`src/rtl/display_timing.sv`:
```
// display_timing: progressive/interlaced raster timing generator with pipelined,
// registered video output aligned to the composer's display_data latency.
module display_timing #(
  parameter int PIPE_DELAY = 2,
  parameter int H_ACTIVE   = 640,
  parameter int H_FRONT    = 16,
  parameter int H_SYNC     = 96,
  parameter int H_BACK     = 48,
  parameter int V_ACTIVE   = 480,
  parameter int V_FRONT    = 10,
  parameter int V_SYNC     = 2,
  parameter int V_BACK     = 33
) (
  input  logic       clk,
  input  logic       rst,
  input  logic       interlaced,
  input  logic [7:0] display_data,
  output logic       display_next_frame,
  output logic       display_next_line,
  output logic       display_next_pixel,
  output logic       display_current_field,
  output logic [7:0] video_data,
  output logic       video_de,
  output logic       hsync_n,
  output logic       vsync_n
);
  localparam int HT = H_ACTIVE + H_FRONT + H_SYNC + H_BACK;
  localparam int VT = V_ACTIVE + V_FRONT + V_SYNC + V_BACK;
  logic [10:0] r_h, w_ht, w_hact, w_hs0, w_hs1;
  logic [9:0] r_v, w_vt, w_vact, w_vs0, w_vs1;
  logic r_mode, r_field, w_hs, w_vs;
  logic [PIPE_DELAY-1:0] r_de, r_hsd, r_vsd;
  // interlaced mode doubles every horizontal parameter; field 0 carries the odd extra line
  always_comb begin
    w_ht   = r_mode ? 11'(2 * HT) : 11'(HT);
    w_hact = r_mode ? 11'(2 * H_ACTIVE) : 11'(H_ACTIVE);
    w_hs0  = r_mode ? 11'(2 * (H_ACTIVE + H_FRONT)) : 11'(H_ACTIVE + H_FRONT);
    w_hs1  = r_mode ? 11'(2 * (H_ACTIVE + H_FRONT + H_SYNC)) : 11'(H_ACTIVE + H_FRONT + H_SYNC);
    w_vt   = r_mode ? (r_field ? 10'd262 : 10'd263) : 10'(VT);
    w_vact = r_mode ? 10'd240 : 10'(V_ACTIVE);
    w_vs0  = r_mode ? 10'd244 : 10'(V_ACTIVE + V_FRONT);
    w_vs1  = r_mode ? 10'd247 : 10'(V_ACTIVE + V_FRONT + V_SYNC);
  end
  assign display_next_line     = r_h == w_ht - 11'd1;
  assign display_next_frame    = display_next_line && r_v == w_vt - 10'd1;
  assign display_next_pixel    = r_h < w_hact && r_v < w_vact;
  assign display_current_field = r_field;
  assign w_hs = r_h >= w_hs0 && r_h < w_hs1;
  assign w_vs = r_v >= w_vs0 && r_v < w_vs1;
  always_ff @(posedge clk or posedge rst)
    if (rst) begin
      r_h        <= '0;
      r_v        <= '0;
      r_mode     <= 1'b0;
      r_field    <= 1'b0;
      r_de       <= '0;
      r_hsd      <= '0;
      r_vsd      <= '0;
      video_data <= '0;
      video_de   <= 1'b0;
      hsync_n    <= 1'b1;
      vsync_n    <= 1'b1;
    end else begin
      r_h <= display_next_line ? '0 : r_h + 11'd1;
      r_v <= display_next_frame ? '0 : display_next_line ? r_v + 10'd1 : r_v;
      if (display_next_frame) begin
        r_mode  <= interlaced;
        r_field <= r_mode & interlaced & ~r_field;
      end
      r_de       <= (r_de << 1) | PIPE_DELAY'(display_next_pixel);
      r_hsd      <= (r_hsd << 1) | PIPE_DELAY'(w_hs);
      r_vsd      <= (r_vsd << 1) | PIPE_DELAY'(w_vs);
      video_de   <= r_de[PIPE_DELAY-1];
      video_data <= r_de[PIPE_DELAY-1] ? display_data : '0;
      hsync_n    <= ~r_hsd[PIPE_DELAY-1];
      vsync_n    <= ~r_vsd[PIPE_DELAY-1];
    end
endmodule
```
`config.mk`:
```
export PLATFORM = sky130hd
export DESIGN_NAME = display_timing
export DESIGN_NICKNAME = d
export VERILOG_FILES = /design/src/rtl/display_timing.sv
export SDC_FILE = /design/constraint.sdc
export NUM_CORES = 1
export LEC_CHECK = 0
export CORE_AREA = 2 2 64 66
export CTS_CLUSTER_DIAMETER = 100
export DETAILED_ROUTE_END_ITERATION = 8
export DIE_AREA = 0 0 66 68
export GPL_ROUTABILITY_DRIVEN = 0
export PLACE_DENSITY = 0.78
export SLEW_MARGIN = 0
export SYNTH_ARGS = -nofsm -noshare
export SYNTH_HDL_FRONTEND = slang
export SYNTH_SLANG_ARGS = --single-unit
```
`constraint.sdc`:
```
create_clock -name clk -period 3.1 [get_ports clk]
set_input_delay 0.62 -clock clk [delete_from_list [all_inputs] [get_ports clk]]
set_output_delay 0.62 -clock clk [all_outputs]
set_load 0.02 [all_outputs]
```
==> out/results.env <==
MAX_CLOCK_FREQ_MHz=336
SYNTH_CELL_TYPES=41
DRT-PASS1-ITER-COUNT=5
FINALCRITPERIODSHARE_PCT=95.9
REG2REG_SETUP_SLACK_NS=0.79
RUN_STATUS='finished clean'
HP-CLASS='reg -> reg'
MOSTFREQUENTLAYOUTCELL='sky130_fd_sc_hd__dfrtp_1'
POST-ROUTE-WORST-SETUP-SLACK_NS=0.126
SYN_AREA_SQ_UM=2000
YOSYS_REGISTER_BITS=40
DRC=0
POWER.SHARE.SEQUENTIAL_PCT=58.6
AREA_OF_THE_CORE_SQ_UM=3860
NNETSFINAL=245
FINAL.SETUP_SKEW_NS=0.00787
YS.FLOP_TYPE='sky130_fd_sc_hd__dfrtp_1'
WORSTSKEWPAIRLATENCY_NS=0.30
CRITICAL_PATH.REG2REG.STARTPOINT='r_mode'
POWER_DENSITY_nW_PER_UM2=370
HPWLAFTERDP_MICRONS=2800
IR_WORST_VDD_V=0.000299
HOLD_VIOL_FINAL=0
AREA_GROWTH_PCT=21.5
MAXSLEWVIOLCOUNT=0
FINISH.CELL_COUNT_WITHOUT_FILLERS=269
CTS.PATH.MAX_BUFFERS=2
FP-ROW-COUNT=23
START_KIND='flip-flop'
AVGSYNTHCELLAREA_SQ_UM=11.0
POWER.CLOCK.FRACTION_PCT=36.5
CRITICALPATHCATEGORY='reg -> out'
CRITICAL_PATH_PEAK_FANOUT=5
ROUTED_VIA_DENSITY=5.47
ANTENNA_FOUND_INITIAL=0
CLOCK_TREE_FROM_TRITONCTS='yes'
PRE_CTS_SLACK_NS=0.181
DESIGN.DIE.AREA_SQ_UM=4490
GLOBALROUTETOTALUTIL_PCT=20.1
BUFFER_PORTS.INSERTED=25
SHARE_COMB_OF_TOTAL_POWER_PCT=4.9
SYNTH_EDF_COUNT=0
MOST-COMMON-LAYOUT-CELLS='sky130_fd_sc_hd__dfrtp_1, sky130_fd_sc_hd__clkdlybuf4s50_1, sky130_fd_sc_hd__ha_1'
MAX_SLEW_MARGIN_PCT=65.1
REPORT.FINAL.SETUP_VIOL=0
POST_ROUTE_CELLS_DRIVE_ABOVE_1_SHARE_PCT=11.0
SETUP_TNS_NS=0
SYNTH-ASYNC-RESET-RATIO_PCT=100
MAX_SLEW.WORST_PIN.SLEW_NS=0.516
CP-END-KIND='output port'
POWER_SWITCHING_uW=193
DRV.MAX_CAP_VIOLATION_COUNT=0
FLOORPLAN.DIE.HEIGHT_MICRONS=68
DP.CELLS=261
START_UTIL_PCT=51.9
SYNTH-SEQ-AREA-SHARE_PCT=50.1
CLOCK_TREE.ROOT_CELL='sky130_fd_sc_hd__clkbuf_8'
CLK_PIN_SLEW_WORST_PATHS_NS=0.07
VIAS=1472
CLOCK_TREE.HTREE_LEVEL_COUNT=2
ROUTED_WIRE_LENGTH_PER_INSTANCE_MICRONS=14.3
SWITCHING_SHARE_PCT=21.5
CRITPATHARRIVALTIME_NS=2.35
DIE_W_MICRONS=66
POSTSYNTHNETCOUNT=209
P_LEAK_nW=1.08
WORST_SETUP_PATH_STARTPOINT='r_mode'
HOLDBUFCOUNTCTS=0
TRITONCTS_NUM_SINKS=40
DETAIL_ROUTE.WIRELENGTH_MICRONS=3840
SYNTH-WARNING-COUNT=0
FINALCRITICALPERIOD_NS=2.97
GRT_MAX_DEGREE=41
INSERTEDDIODECOUNT=0
SYN_INST=182
VIAS_IN_THE_FIRST_GLOBAL_ROUTE=1371
BOUNDARYPINS=26
GRT_PASS1_WL_MICRONS=6510
CRITPATHREQUIREDTIME_NS=2.48
HOLD_CRIT_START='r_vsd[1]'
GRT_SETUP_UNREPAIRED='no'
FIN_TOTAL_PWR_uW=901
NUM-FILL-CELLS=322
CTS_BUFFERS=5
FIRST_ITER_VIOLATIONS=111
GR-TOTAL-OVERFLOW=0
CELL_INTERNAL_PWR_uW=708
RESIDUAL_ANTENNA_VIOLATING_NET_COUNT_AFTER_DETAILED_ROUTING=0
## stage by stage
stage	util, %	hold slack [ns]	cell area, sq um
floorplan	-	0.331	2000
global placement	61.1	0.334	2350
detailed placement	61.1	0.354	2350
CTS	63.1	0.371	2430
global route	63.1	0.371	2430
finish	63.1	0.361	2430
## worst paths after layout
check                                              to  cells past startpoint
worst max-delay path               display_next_frame                      8
worst min-delay path                          vsync_n                      1
worst max register to register                 r_v[9]                      7
worst min register to register                vsync_n                      1
max in group asynchronous                     hsync_n                      3
min in group asynchronous       display_current_field                      3
## power groups by stage
stage               Clock (mW)  Sequential [mW]  Combinational [mW]
global placement             0            0.538              0.0450
CTS                      0.341            0.528              0.0457
global route             0.364            0.528              0.0493
detailed placement           0            0.538              0.0453
floorplan                    0            0.545              0.0112
finish                   0.329            0.528              0.0445
## state kept, by name (all words and copies together) (netlist names)
register,flops
display_current_field,1
hsync_n,1
r_de,2
r_h,11
r_hsd,2
r_mode,1
r_v,10
r_vsd,2
video_data,8
video_de,1
vsync_n,1
## worst max-delay path, cell delays in order, from the launching register on
cell and delay, ns:
sky130_fd_sc_hd__dfrtp_1 0.38, sky130_fd_sc_hd__inv_1 0.14, sky130_fd_sc_hd__ha_1 0.28, sky130_fd_sc_hd__nand2b_1 0.21, sky130_fd_sc_hd__or3_1 0.41, sky130_fd_sc_hd__inv_1 0.09
sky130_fd_sc_hd__o211ai_1 0.14, sky130_fd_sc_hd__inv_1 0.08, sky130_fd_sc_hd__dlygate4sd2_1 0.33
## metal layers
metal / up-vias / GRT usage [%] / part of all wire [%] / routed length [microns]
li1: 714 / - / - / -
met1: 694 / 27.1 / 47 / 1820
met2: 57 / 30.2 / 44 / 1700
met3: 7 / 4.61 / 6.2 / 237
met4: 0 / 10.7 / 2.2 / 86
met5: - / 0 / 0 / 0
## Yosys cell counts (2+ instances only)
cell type,number,area share [%]
sky130_fd_sc_hd__nand4b_1,2,0.87
sky130_fd_sc_hd__dfrtp_1,38,47
sky130_fd_sc_hd__nor2b_1,2,0.62
sky130_fd_sc_hd__nor2_1,13,2.4
sky130_fd_sc_hd__inv_1,13,2.4
sky130_fd_sc_hd__nor4b_1,2,0.87
sky130_fd_sc_hd__a21oi_1,6,1.5
sky130_fd_sc_hd__and2_1,8,2.5
sky130_fd_sc_hd__mux2_1,2,1.1
sky130_fd_sc_hd__and3_1,4,1.2
sky130_fd_sc_hd__dfstp_2,2,2.6
sky130_fd_sc_hd__nand2_1,12,2.2
sky130_fd_sc_hd__or3_1,3,0.94
sky130_fd_sc_hd__and4_1,2,0.87
sky130_fd_sc_hd__ha_1,16,10
sky130_fd_sc_hd__nand4_1,5,1.6
sky130_fd_sc_hd__o21ai_0,4,1.0
sky130_fd_sc_hd__nand3_1,6,1.5
sky130_fd_sc_hd__o211ai_1,2,0.75
sky130_fd_sc_hd__xor2_1,7,3.1
sky130_fd_sc_hd__xnor2_1,8,3.5
sky130_fd_sc_hd__buf_2,2,0.50
sky130_fd_sc_hd__nor4_1,5,1.6
## cell type report
cell class | instances | area [sq um] | area share [%]
Sequential cell | 40 | 1000 | 41.2
Tap cell | 50 | 62.6 | 2.57
Inverter | 13 | 48.8 | 2.01
Clock buffer | 7 | 76.3 | 3.14
Clock inverter | 1 | 5.00 | 0.206
Timing Repair Buffer | 32 | 300 | 12.3
Multi-Input combinational cell | 126 | 937 | 38.5
## kinds of logic after synthesis
family / share of synthesized area (%)
AO/OA/AOI/OAI: 6.00
buffers and inverters: 3.12
XOR/XNOR: 6.56
adder cells (fa/ha/maj): 9.99
AND/OR/NAND/NOR: 23.1
flip-flops: 50.1
multiplexers: 1.12
## what timing repair did
item                                    in CTS  in global routing
endpoints found under the setup margin       2                  0
setup buffers                                0                  0
resized for setup                            2                  0
Power figures use the tool's default switching activity.
